File: config.mk
export PLATFORM = sky130hd
export DESIGN_NAME = fetch_unit
export DESIGN_NICKNAME = d
export VERILOG_FILES = /design/src/rtl/cpu_pkg.sv /design/src/rtl/pc_counter.sv /design/src/rtl/fetch_unit.sv
export SDC_FILE = /design/constraint.sdc
export NUM_CORES = 1
export LEC_CHECK = 0
export BUFFER_PORTS_ARGS = -buffer_cell sky130_fd_sc_hd__buf_2
export CAP_MARGIN = 20
export CORE_MARGIN = 8
export CORE_UTILIZATION = 44
export DETAILED_ROUTE_END_ITERATION = 12
export PLACE_DENSITY = 0.76
export SKIP_LAST_GASP = 1
export SYNTH_ARGS = -nofsm -noshare
export SYNTH_HDL_FRONTEND = slang
export SYNTH_HIERARCHICAL = 1
export SYNTH_SLANG_ARGS = --single-unit
File: constraint.sdc
create_clock -name clk -period 1.7 [get_ports clk]
set_input_delay 0.255 -clock clk [delete_from_list [all_inputs] [get_ports clk]]
set_output_delay 0.255 -clock clk [all_outputs]
set_load 0.05 [all_outputs]
File: src/rtl/cpu_pkg.sv
// Shared types and width constants for the 8-bit CPU model.
// Pure declarations: no latency, no flow control.
package cpu_pkg;

   localparam int          DW       = 8;
   localparam int          AW       = 8;
   localparam logic [7:0]  RESET_PC = 8'h00;

   typedef enum logic [1:0] {
      IDLE = 2'd0,
      REQ  = 2'd1,
      OUT  = 2'd2
   } fetch_state_t;

endpackage

File: src/rtl/pc_counter.sv
// Program counter: async reset to RESET_PC, load beats increment, wraps mod 2^AW.
// One-cycle update latency; no backpressure.
module pc_counter
   import cpu_pkg::*;
#(
   parameter int              AW       = cpu_pkg::AW,
   parameter logic [AW-1:0]   RESET_PC = cpu_pkg::RESET_PC
) (
   input  logic          clk,
   input  logic          rst,
   input  logic          load,
   input  logic [AW-1:0] target,
   input  logic          inc,
   output logic [AW-1:0] pc
);

   logic [AW-1:0] r_pc;

   always_ff @(posedge clk or posedge rst) begin
      if (rst) begin
         r_pc <= RESET_PC;
      end else if (load) begin
         r_pc <= target;
      end else if (inc) begin
         r_pc <= r_pc + AW'(1);
      end
   end

   assign pc = r_pc;

endmodule

File: src/rtl/fetch_unit.sv
// Instruction fetch: req/ack to memory, IR handed to decode via valid/ready; best case ir_valid 2 cycles after run.
// Decode stalls hold IR in OUT with no new request; branches redirect the PC and squash in-flight or held bytes.
module fetch_unit
   import cpu_pkg::*;
#(
   parameter int              DW       = cpu_pkg::DW,
   parameter int              AW       = cpu_pkg::AW,
   parameter logic [AW-1:0]   RESET_PC = cpu_pkg::RESET_PC
) (
   input  logic          clk,
   input  logic          rst,
   input  logic          run,
   output logic          mem_req,
   output logic [AW-1:0] mem_addr,
   input  logic [DW-1:0] mem_rdata,
   input  logic          mem_ack,
   output logic [DW-1:0] ir,
   output logic          ir_valid,
   input  logic          ir_ready,
   input  logic          br_valid,
   input  logic [AW-1:0] br_target,
   output logic [AW-1:0] pc
);

   fetch_state_t  r_state;
   logic [DW-1:0] r_ir;
   logic          r_br_pend;
   logic [AW-1:0] r_br_pend_addr;

   logic          w_load;
   logic          w_inc;
   logic [AW-1:0] w_target;

   // An ack with any redirect outstanding restarts the fetch at the target instead of advancing.
   always_comb begin
      w_load   = 1'b0;
      w_inc    = 1'b0;
      w_target = br_target;
      case (r_state)
         IDLE: w_load = br_valid;
         REQ: begin
            if (mem_ack) begin
               if (br_valid) begin
                  w_load = 1'b1;
               end else if (r_br_pend) begin
                  w_load   = 1'b1;
                  w_target = r_br_pend_addr;
               end else begin
                  w_inc = 1'b1;
               end
            end
         end
         OUT:     w_load = br_valid;
         default: ;
      endcase
   end

   always_ff @(posedge clk or posedge rst) begin
      if (rst) begin
         r_state        <= IDLE;
         r_ir           <= '0;
         r_br_pend      <= 1'b0;
         r_br_pend_addr <= '0;
      end else begin
         case (r_state)
            IDLE: begin
               if (!br_valid && run) r_state <= REQ;
            end
            REQ: begin
               if (mem_ack) begin
                  r_br_pend <= 1'b0;
                  if (!br_valid && !r_br_pend) begin
                     r_ir    <= mem_rdata;
                     r_state <= OUT;
                  end
               end else if (br_valid) begin
                  r_br_pend      <= 1'b1;
                  r_br_pend_addr <= br_target;
               end
            end
            OUT: begin
               if (br_valid || ir_ready) r_state <= run ? REQ : IDLE;
            end
            default: r_state <= IDLE;
         endcase
      end
   end

   pc_counter #(
      .AW       (AW),
      .RESET_PC (RESET_PC)
   ) u_pc (
      .clk    (clk),
      .rst    (rst),
      .load   (w_load),
      .target (w_target),
      .inc    (w_inc),
      .pc     (pc)
   );

   assign mem_req  = (r_state == REQ);
   assign ir_valid = (r_state == OUT);
   assign mem_addr = pc;
   assign ir       = r_ir;

endmodule

# [After elaboration in Yosys (flattened, before gate mapping)]
# Index checks and enable logic that the tools add are counted.
[word_totals] regBits=27 latchBits=0 ramBits=0 mem_bits_ro=0 inputBits=22 out_inout_bits=26 elab_cells=48 mem_count=0
[classes] add_sub_neg=1 mul=0 n_div=0 n_lt_le_gt_ge=0 n_eq_ne=6 shift=0 muxes=22 bitwise_logic=1 n_reduce_logical=13
[op_table] cell="2-to-1 mux 8 bit" count=6
[op_table] cell="2-to-1 mux 1 bit" count=10
[op_table] cell="adder 8 x 1 -> 8 bit, second input constant" count=1
[op_table] cell="2-to-1 mux 2 bit" count=4
[op_table] cell="inequality test 2 x 1 -> 1 bit, second input constant" count=3
[op_table] cell="case mux 2 bit (3 select lines)" count=1
[op_table] cell="AND reduction 3 bit" count=2
[op_table] cell="AND reduction 4 bit" count=1
[op_table] cell="nonzero test 2 bit" count=2
[op_table] cell="== test 2 x 1 -> 1 bit, second input constant" count=1
[op_table] cell="== test 2 bit, second input constant" count=1
[op_table] cell="logical AND 1 bit" count=2
[op_table] cell="logical NOT 1 bit" count=2
[op_table] cell="logical NOT 2 bit" count=1
[op_table] cell="inequality test 2 bit, second input constant" count=1
[op_table] cell="case mux 1 bit (2 select lines)" count=1
[op_table] cell="AND reduction 2 bit" count=1
[op_table] cell="OR reduction 2 bit" count=1
[op_table] cell="logical OR 1 bit" count=1
[op_table] cell="inverter 1 bit" count=1

# [Logic depth before layout (Yosys ltp)]
# Gate-level depths: netlist of the first run.
[depth] ltp_word=6 ltp_mapped=6 depth_no_buf=6

# [Modules after synthesis]
# The synthesis of the first run kept the hierarchy.
[by_module_without_submodules] mod="fetch_unit" n_inst=1 cells_each=70 area_each_um2=958.4 seq_area_each_um2=475.5
[by_module_without_submodules] mod="pc_counter" n_inst=1 cells_each=50 area_each_um2=445.4 seq_area_each_um2=200.2

# [Worst setup path before layout of the first run]
# No wires, ideal clock.
[synth_timing] path_type="register to register" start="register r_state[1]" end="register u_pc.r_pc[7] (netlist: u_pc/pc[7])" setup_time_ps=130 t_arrival_ps=1705 required_ps=1570 path_slack_ps=-134 stages_incl_launch_ff=7 n_path_buf=0 synth_period_minus_slack_ps=1834 cell_sequence="dfrtp_1 -> nand2b_4 -> inv_1 -> nand4b_2 -> mux2_2 -> nand2_1 -> nand3_1"
[synth_between] elab_cells_between_ends=9 classes_between="eq/ne (2); mux (4); reduce/logical (3)"
[synth_lines] element="start, declared" line_no="fetch_unit.sv:25" rtl="fetch_state_t r_state;"
[synth_lines] element="start signal, assigned" line_no="fetch_unit.sv:82" rtl="if (br_valid || ir_ready) r_state <= run ? REQ : IDLE;"
[synth_lines] element="== test 2 x 1 -> 1 bit"
[synth_lines] element="named net mem_req" line_no="fetch_unit.sv:13" rtl="output logic mem_req,"
[synth_lines] element="2-to-1 mux 8 bit" line_no="fetch_unit.sv:39" rtl="case (r_state)"
[synth_lines] element="named net w_target[7]" line_no="fetch_unit.sv:32" rtl="logic [AW-1:0] w_target;"
[synth_lines] element="2-to-1 mux 8 bit" line_no="pc_counter.sv:22" rtl="end else if (load) begin"
[synth_lines] element="end signal, assigned" line_no="pc_counter.sv:23" rtl="r_pc <= target;"
[synth_lines] element="end signal, assigned" line_no="pc_counter.sv:25" rtl="r_pc <= r_pc + AW'(1);"
[synth_lines] element="end, declared" line_no="pc_counter.sv:17" rtl="logic [AW-1:0] r_pc;"
# The timed path passes the listed nets, and every way through them passes these cells.
# A chain may end at the register's enable or synchronous reset.

# [Worst setup path after layout of the first run]
[layout_timing] start="register r_state[1]" end="output mem_req"
[layout_between] elab_chain_len=1
[layout_rtl] element="== test 2 x 1 -> 1 bit" line_no="fetch_unit.sv:101" rtl="assign mem_req = (r_state == REQ);"
[layout_rtl] element="end, declared" line_no="fetch_unit.sv:13"
# Every way passes these cells.

==> flow_summary.html, run 1 <==
<table>
<tr><th>Metric</th><th>Value</th></tr>
<tr><th colspan="2">CTS</th></tr>
<tr><td>Post-CTS setup-driven buffer insertion count</td><td>0</td></tr>
<tr><td>Clock root buffer</td><td>sky130_fd_sc_hd__clkbuf_4</td></tr>
<tr><td>Number of H-tree branching levels</td><td>1</td></tr>
<tr><td>Count of clock tree sinks</td><td>27</td></tr>
<tr><td>TritonCTS buffer count</td><td>3</td></tr>
<tr><td>Clock input transition at the sequential cells of the worst setup and hold paths</td><td>0.16 ns</td></tr>
<tr><td>CTS tree</td><td>done</td></tr>
<tr><td>Clock Tree Buf Depth</td><td>2</td></tr>
<tr><td>Clock network latency to the later pin of the worst-skew pair</td><td>0.33 ns</td></tr>
<tr><th colspan="2">STA</th></tr>
<tr><td>Least-Margin Pin Slew</td><td>0.721 ns</td></tr>
<tr><td>Setup repair after global routing missed its margin</td><td>no</td></tr>
<tr><td>Final Cycle Share</td><td>94.5%</td></tr>
<tr><td>Crit path setup slack, layout</td><td>0.0934 ns</td></tr>
<tr><td>Slew Limit Headroom</td><td>51.9%</td></tr>
<tr><td>Post-layout minimum cycle time</td><td>1.61 ns</td></tr>
<tr><td>Peak clock frequency supported by timing</td><td>0.622 GHz</td></tr>
<tr><td>Final count of pins violating max slew</td><td>0</td></tr>
<tr><td>Number of failing hold endpoints at the final stage</td><td>0</td></tr>
<tr><td>Skew final</td><td>0.00567 ns</td></tr>
<tr><td>Final setup fails</td><td>0</td></tr>
<tr><th colspan="2">Logic synthesis</th></tr>
<tr><td>Mapped Nets</td><td>143</td></tr>
<tr><td>Count of mapped cells out of synthesis</td><td>120</td></tr>
<tr><td>Largest area contributor in the synthesized netlist</td><td>sky130_fd_sc_hd__dfrtp_1</td></tr>
<tr><td>Area share of fa/ha/maj cells after synthesis</td><td>0.891%</td></tr>
<tr><td>Number of register bits inferred by synthesis</td><td>27</td></tr>
<tr><td>Share of Yosys cell area claimed by the top area cell type</td><td>48.1%</td></tr>
<tr><td>Syn. warnings</td><td>6</td></tr>
<tr><td>Xor/xnor share of the synthesized area</td><td>2.50%</td></tr>
<tr><td>Area share of and/or/nand/nor cells after synthesis</td><td>16.2%</td></tr>
<tr><td>Proportion of synthesized chip area in sequential cells</td><td>48.1%</td></tr>
<tr><td>Synthesized-area fraction occupied by ao, oa, aoi and oai cells</td><td>5.53%</td></tr>
<tr><td>Distinct cell type count of the synthesized netlist</td><td>28</td></tr>
<tr><td>Synthesized area divided by synthesized cell count</td><td>11.7 um2</td></tr>
<tr><td>Largest family of logic cells by synthesized area</td><td>multiplexers</td></tr>
<tr><td>Area of the mapped netlist</td><td>1400 um2</td></tr>
<tr><td>Multiplexer share of the synthesized area</td><td>20.8%</td></tr>
<tr><td>Synth area leaders</td><td>sky130_fd_sc_hd__dfrtp_1, sky130_fd_sc_hd__mux2_2, sky130_fd_sc_hd__buf_4, sky130_fd_sc_hd__o21ai_0, sky130_fd_sc_hd__nand2_1</td></tr>
<tr><th colspan="2">Place</th></tr>
<tr><td>Gpl congestion</td><td>0.812</td></tr>
<tr><td>Placed cell areas</td><td>1660 um2</td></tr>
<tr><td>Dpl ws</td><td>0.116 ns</td></tr>
<tr><td>Final HPWL from detailed placement</td><td>2.56 mm</td></tr>
<tr><td>Port Buffer Count</td><td>47</td></tr>
<tr><th colspan="2">Floorplan</th></tr>
<tr><td>Core box area</td><td>3050 um2</td></tr>
<tr><td>Horizontal extent of the die</td><td>72.5 um</td></tr>
<tr><td>Num ports</td><td>48</td></tr>
<tr><td>Number of placement rows</td><td>20</td></tr>
<tr><td>Effective utilization at floorplan</td><td>46.0%</td></tr>
<tr><td>Die height</td><td>72.5 um</td></tr>
<tr><td>DIE AREA</td><td>5250 um2</td></tr>
<tr><th colspan="2">Route</th></tr>
<tr><td>Overall routed net length</td><td>3.17 mm</td></tr>
<tr><td>Remaining antenna violation count</td><td>0</td></tr>
<tr><td>First-iteration detailed-routing DRC count</td><td>42</td></tr>
<tr><td>First-pass DRT Iterations</td><td>4</td></tr>
<tr><td>Via count of the routed design</td><td>1,077</td></tr>
<tr><td>Vias per inst</td><td>5.15</td></tr>
<tr><td>Remaining routing DRC violations</td><td>0</td></tr>
<tr><td>Routed wirelength normalized by instance count</td><td>15.2 um</td></tr>
<tr><th colspan="2">Worst setup path</th></tr>
<tr><td>Highest fanout seen on the critical path</td><td>5</td></tr>
<tr><td>Gate family responsible for the most delay along the worst path</td><td>flip-flops</td></tr>
<tr><td>Number of cells on the worst reg-to-reg path</td><td>3</td></tr>
<tr><td>Crit path kind</td><td>reg -&gt; out</td></tr>
<tr><td>Slowest CP cell</td><td>sky130_fd_sc_hd__dfrtp_1</td></tr>
<tr><td>Setup crit start kind</td><td>register</td></tr>
<tr><td>Worst path cell trace</td><td>nand2b_4, clkinvlp_4, buf_2</td></tr>
<tr><td>Max stage delay on crit path</td><td>0.44 ns</td></tr>
<tr><td>R2R Setup Slk</td><td>0.13 ns</td></tr>
<tr><td>Kind of end point of the critical path</td><td>output pin</td></tr>
<tr><td>WP data required</td><td>1.44 ns</td></tr>
<tr><td>Reg-to-Reg End</td><td>r_br_pend_addr[6]</td></tr>
<tr><td>CP arrival</td><td>1.35 ns</td></tr>
<tr><td>Launch instance of the worst register-to-register path</td><td>r_state[1]</td></tr>
<tr><td>Buffers plus inverters on the worst setup path</td><td>2</td></tr>
<tr><th colspan="2">Global routing</th></tr>
<tr><td>Vias in the first global route</td><td>1,232</td></tr>
<tr><td>Pin count of the biggest net entering global routing</td><td>20</td></tr>
<tr><td>Total track usage</td><td>12.8%</td></tr>
<tr><td>Global-route wire length before repair</td><td>5.41 mm</td></tr>
<tr><td>Antenna violations before repair</td><td>0</td></tr>
<tr><td>Remaining global-route overflow</td><td>0</td></tr>
<tr><th colspan="2">Min path</th></tr>
<tr><td>Launch point of the worst hold path</td><td>mem_rdata[7]</td></tr>
<tr><td>Hold worst-path end</td><td>ir[7]</td></tr>
<tr><td>Hold/Removal Path Class</td><td>in -&gt; reg</td></tr>
<tr><td>Worst hold path depth</td><td>2</td></tr>
<tr><th colspan="2">Layout</th></tr>
<tr><td>Area grow syn2layout</td><td>21.4%</td></tr>
<tr><td>Number of filler instances in the final layout</td><td>295</td></tr>
<tr><td>Finished layout cell area</td><td>1700 um2</td></tr>
<tr><td>Register cell area after layout</td><td>676 um2</td></tr>
<tr><td>Multi-input gate area</td><td>653 um2</td></tr>
<tr><td>Number of nets in the layout</td><td>189</td></tr>
<tr><td>Fraction of layout cells with a size suffix above 1</td><td>52.7%</td></tr>
<tr><td>Diodes inserted</td><td>0</td></tr>
<tr><th colspan="2">Outcome</th></tr>
<tr><td>Status</td><td>finished clean</td></tr>
<tr><th colspan="2">Job</th></tr>
<tr><td># Max-Cap Violations</td><td>0</td></tr>
</table>
-- stage by stage --
step                utilization, %  instances  TNS (ns)  hold slack [ns]
floorplan                        -        120    -0.102           0.0707
global placement              54.5        204         0            0.217
detailed placement            54.5        204         0            0.242
CTS                           55.8        209         0            0.129
global route                  55.8        209         0            0.129
finish                        55.8        209         0            0.142
-- per-layer routing --
metal  vias to the layer above  wire (um)  global-route usage (%)
li1                        508          -                       -
met4                         0         25                    4.22
met2                        51       1470                    21.3
met5                         -          0                       0
met3                         2        317                    4.82
met1                       516       1360                    14.7
-- cell usage in the layout (no fill, tap or decap), drive strengths merged, types with 2 or more instances in the layout --
master / Yosys / layout
xor2: 3 / 3
buf: 9 / 51
nand3: 5 / 5
inv: 3 / 2
mux2: 25 / 25
o21ai: 10 / 10
nand4: 4 / 4
clkbuf: 2 / 3
nor2b: 4 / 4
dfrtp: 27 / 27
or4: 3 / 3
clkinvlp: 0 / 2
nand2: 9 / 9
nand2b: 3 / 3
a21oi: 4 / 4
-- worst max path at each step --
stage               startpoint          to  slack [ns]  cells past startpoint
floorplan           r_state[1]  u_pc/pc[7]       -0.06                      6
global placement    r_state[1]  u_pc/pc[7]        0.17                      5
detailed placement  r_state[1]  u_pc/pc[7]        0.12                      5
CTS                 r_state[1]     mem_req        0.07                      3
global route        r_state[1]     mem_req        0.02                      3
finish              r_state[1]     mem_req        0.09                      3
-- state kept, by name, indices dropped and copies added, names as in the netlist --
register / count
u_pc/pc: 8
r_br_pend_addr: 8
r_br_pend: 1
ir: 8
r_state: 2
-- Yosys cell counts --
master                     instances
sky130_fd_sc_hd__nand2b_2          1
sky130_fd_sc_hd__nand3_1           5
sky130_fd_sc_hd__mux2i_1           1
sky130_fd_sc_hd__dfrtp_1          27
sky130_fd_sc_hd__mux2_2           25
sky130_fd_sc_hd__nor2b_1           4
sky130_fd_sc_hd__buf_2             1
sky130_fd_sc_hd__nand2b_1          1
sky130_fd_sc_hd__nor3_4            1
sky130_fd_sc_hd__o21ai_1           2
sky130_fd_sc_hd__a21o_1            1
sky130_fd_sc_hd__nand2_1           9
sky130_fd_sc_hd__inv_1             3
sky130_fd_sc_hd__nor2_1            1
sky130_fd_sc_hd__ha_1              1
sky130_fd_sc_hd__or4_1             3
sky130_fd_sc_hd__nand4_2           1
sky130_fd_sc_hd__xor2_1            3
sky130_fd_sc_hd__xnor2_1           1
sky130_fd_sc_hd__buf_4             8
sky130_fd_sc_hd__nand2b_4          1
sky130_fd_sc_hd__a21oi_1           4
sky130_fd_sc_hd__nor3b_4           1
sky130_fd_sc_hd__or2b_1            1
sky130_fd_sc_hd__clkbuf_1          2
sky130_fd_sc_hd__nand4_1           3
sky130_fd_sc_hd__nand4b_2          1
sky130_fd_sc_hd__o21ai_0           8
-- area by class of cell --
class	count	share of cell area, %
flip-flops and latches	27	39.6
well taps	44	3.23
clock buffers	3	1.32
repair buffers	52	16.2
inverters	3	0.881
multi-input cells	79	38.3
clock inverters	1	0.441
-- repair_timing --
item / 4_1_cts / 5_1_grt
endpoints found under the hold margin: 8 / 0
setup endpoints to repair: 0 / 1
hold buffers: 1 / 0
resized for setup: 0 / 0
-- kinds of logic after synthesis --
| family | Yosys count |
|---|---|
| buf+inv | 14 |
| flops | 27 |
| compound gates | 15 |
| fa+ha+maj | 1 |
| xor+xnor | 4 |
| simple gates | 33 |
| mux | 26 |
Power of run 1 is not shown: default switching activity piles up to over one toggle a cycle in this logic, so the estimate is an artifact.
==> inputs of run 2 (changes only) <==
Settings changed: CORE_ASPECT_RATIO set to 0.8, CORE_MARGIN 8 to 2.
==> run 2 against run 1 <==
Effect of this change:
- first-iteration DRC count down 36%
- maximum frequency is 1.5% higher
- hold slack better by 0.075 ns
- final cell count is 2.4% lower
- core utilization fell by 0.10 points
- design area up 0.15%
- clock-buffer cell count is 1 higher
- wire length down 18%
- via count shrank 4.0%
- global-route usage grew 3.7 points
- sequential cell count is the same
- critical path type is now reg -> reg
- largest cell class unchanged
- highest routed layer unchanged
==> flow_summary.html, run 2 (synthesis results as in run 1) <==
<table>
<tr><th>Metric</th><th>Value</th></tr>
<tr><th colspan="2">Outcome</th></tr>
<tr><td>Status</td><td>finished clean</td></tr>
<tr><th colspan="2">Route</th></tr>
<tr><td>Vias per inst</td><td>5.07</td></tr>
<tr><td>Overall routed net length</td><td>2.60 mm</td></tr>
<tr><td>Remaining routing DRC violations</td><td>0</td></tr>
<tr><td>Via count of the routed design</td><td>1,034</td></tr>
<tr><td>First-iteration detailed-routing DRC count</td><td>27</td></tr>
<tr><td>Routed wirelength normalized by instance count</td><td>12.8 um</td></tr>
<tr><td>Remaining antenna violation count</td><td>0</td></tr>
<tr><td>First-pass DRT Iterations</td><td>4</td></tr>
<tr><th colspan="2">Global routing</th></tr>
<tr><td>Total track usage</td><td>16.5%</td></tr>
<tr><td>Top Usage Layer GRT</td><td>met2</td></tr>
<tr><td>Remaining global-route overflow</td><td>0</td></tr>
<tr><td>Pin count of the biggest net entering global routing</td><td>20</td></tr>
<tr><td>Antenna violations before repair</td><td>0</td></tr>
<tr><td>Global routing usage on met3</td><td>3.09%</td></tr>
<tr><td>Vias in the first global route</td><td>1,057</td></tr>
<tr><td>Met2 Use GR</td><td>30.4%</td></tr>
<tr><td>Global-route wire length before repair</td><td>4.56 mm</td></tr>
<tr><td>GRT met1 Usage</td><td>19.8%</td></tr>
<tr><th colspan="2">Worst setup path</th></tr>
<tr><td>R2R Setup Slk</td><td>0.12 ns</td></tr>
<tr><td>Highest fanout seen on the critical path</td><td>5</td></tr>
<tr><td>Number of cells on the worst reg-to-reg path</td><td>5</td></tr>
<tr><td>Reg-to-Reg End</td><td>u_pc/pc[7]</td></tr>
<tr><td>CP arrival</td><td>1.78 ns</td></tr>
<tr><td>Crit path kind</td><td>reg -&gt; reg</td></tr>
<tr><td>Launch instance of the worst register-to-register path</td><td>r_state[1]</td></tr>
<tr><td>Kind of end point of the critical path</td><td>register</td></tr>
<tr><td>Setup crit start kind</td><td>register</td></tr>
<tr><td>WP data required</td><td>1.90 ns</td></tr>
<tr><th colspan="2">Floorplan</th></tr>
<tr><td>Core box area</td><td>3060 um2</td></tr>
<tr><td>Effective utilization at floorplan</td><td>45.8%</td></tr>
<tr><td>Die height</td><td>54.5 um</td></tr>
<tr><td>Horizontal extent of the die</td><td>67.2 um</td></tr>
<tr><td>DIE AREA</td><td>3660 um2</td></tr>
<tr><td>Number of placement rows</td><td>18</td></tr>
<tr><td>Num ports</td><td>48</td></tr>
<tr><th colspan="2">Layout</th></tr>
<tr><td>Fraction of layout cells with a size suffix above 1</td><td>51.8%</td></tr>
<tr><td>Diodes inserted</td><td>0</td></tr>
<tr><td>Commonest non-fill, non-tap cell in the layout</td><td>sky130_fd_sc_hd__buf_2</td></tr>
<tr><td>Number of filler instances in the final layout</td><td>276</td></tr>
<tr><td>Leading cell types in the layout, fill and taps excluded</td><td>sky130_fd_sc_hd__buf_2, sky130_fd_sc_hd__dfrtp_1, sky130_fd_sc_hd__mux2_2, sky130_fd_sc_hd__nand2_1, sky130_fd_sc_hd__o21ai_0</td></tr>
<tr><td>Register cell area after layout</td><td>676 um2</td></tr>
<tr><td>Number of nets in the layout</td><td>188</td></tr>
<tr><td>Area grow syn2layout</td><td>21.6%</td></tr>
<tr><td>Multi-input gate area</td><td>653 um2</td></tr>
<tr><th colspan="2">STA</th></tr>
<tr><td>Final setup fails</td><td>0</td></tr>
<tr><td>Worst hold-check slack</td><td>0.217 ns</td></tr>
<tr><td>Final Cycle Share</td><td>93.1%</td></tr>
<tr><td>Crit path setup slack, layout</td><td>0.117 ns</td></tr>
<tr><td>Final-layout setup total negative slack</td><td>0 ns</td></tr>
<tr><td>Setup repair after global routing missed its margin</td><td>no</td></tr>
<tr><td>Number of failing hold endpoints at the final stage</td><td>0</td></tr>
<tr><td>Post-layout minimum cycle time</td><td>1.58 ns</td></tr>
<tr><td>Skew final</td><td>0.00195 ns</td></tr>
<tr><td>Slew Limit Headroom</td><td>52.3%</td></tr>
<tr><td>Peak clock frequency supported by timing</td><td>0.632 GHz</td></tr>
<tr><td>Least-Margin Pin Slew</td><td>0.715 ns</td></tr>
<tr><td>Final count of pins violating max slew</td><td>0</td></tr>
<tr><th colspan="2">CTS</th></tr>
<tr><td>Clock network latency to the later pin of the worst-skew pair</td><td>0.26 ns</td></tr>
<tr><td>Number of H-tree branching levels</td><td>1</td></tr>
<tr><td>Clock input transition at the sequential cells of the worst setup and hold paths</td><td>0.08 ns</td></tr>
<tr><td>Clock Tree Buf Depth</td><td>2</td></tr>
<tr><td>Clock root buffer</td><td>sky130_fd_sc_hd__clkbuf_8</td></tr>
<tr><td>TritonCTS buffer count</td><td>3</td></tr>
<tr><td>CTS tree</td><td>done</td></tr>
<tr><td>Count of clock tree sinks</td><td>27</td></tr>
<tr><td>Number of gates given a new drive strength after cts</td><td>0</td></tr>
<tr><th colspan="2">Place</th></tr>
<tr><td>Port Buffer Count</td><td>47</td></tr>
<tr><td>Dpl ws</td><td>0.0921 ns</td></tr>
<tr><td>Gpl congestion</td><td>0.760</td></tr>
<tr><td>Final HPWL from detailed placement</td><td>2.08 mm</td></tr>
<tr><th colspan="2">Min path</th></tr>
<tr><td>Worst hold path depth</td><td>2</td></tr>
<tr><td>Launch point of the worst hold path</td><td>mem_rdata[7]</td></tr>
<tr><td>Hold worst-path end</td><td>ir[7]</td></tr>
<tr><td>Hold/Removal Path Class</td><td>in -&gt; reg</td></tr>
<tr><th colspan="2">Job</th></tr>
<tr><td># Max-Cap Violations</td><td>0</td></tr>
</table>
-- run 2: critical path, cell delays in order, from the launching register on --
cell and delay, ns:
sky130_fd_sc_hd__dfrtp_1 0.42, sky130_fd_sc_hd__nand2b_4 0.19, sky130_fd_sc_hd__nor3_4 0.24, sky130_fd_sc_hd__nand4_1 0.14
sky130_fd_sc_hd__or4_1 0.43, sky130_fd_sc_hd__nand3_1 0.10
-- run 2: routing by layer --
layer	vias to the layer above	share of wire, %
met5	-	0
met4	0	1.0
met3	2	3.4
met2	19	52
met1	506	43
li1	507	-
-- run 2: final cells by class --
cell class	count	area share (%)
clock buffer	4	2.64
timing repair buffer	51	15.7
tap	40	2.93
sequential	27	39.6
inverter	3	0.880
multi-input combinational	79	38.3
-- run 2: worst max path at each step --
stage                     depth (start not counted)  slack, ns        from         end
after global placement                            5       0.15  r_state[1]  u_pc/pc[6]
after floorplan                                   6      -0.06  r_state[1]  u_pc/pc[7]
after global routing                              5       0.02  r_state[1]  u_pc/pc[7]
after CTS                                         5       0.07  r_state[1]  u_pc/pc[7]
final                                             5       0.12  r_state[1]  u_pc/pc[7]
after detailed placement                          5       0.09  r_state[1]  u_pc/pc[7]
-- run 2: per-stage QoR --
| step | util (%) | instance area, um2 | instances |
|---|---|---|---|
| CTS | 55.7 | 1710 | 204 |
| global route | 55.7 | 1710 | 204 |
| floorplan | - | 1420 | 120 |
| detailed placement | 53.9 | 1650 | 199 |
| finish | 55.7 | 1710 | 204 |
| global placement | 53.9 | 1650 | 199 |
-- run 2: timing repair --
action                                  in CTS  in global routing
hold endpoints to repair                     8                  0
hold buffers                                 1                  0
endpoints found under the setup margin       0                  1
buffers inserted                             0                  0
Power of run 2 is left out for the same reason.
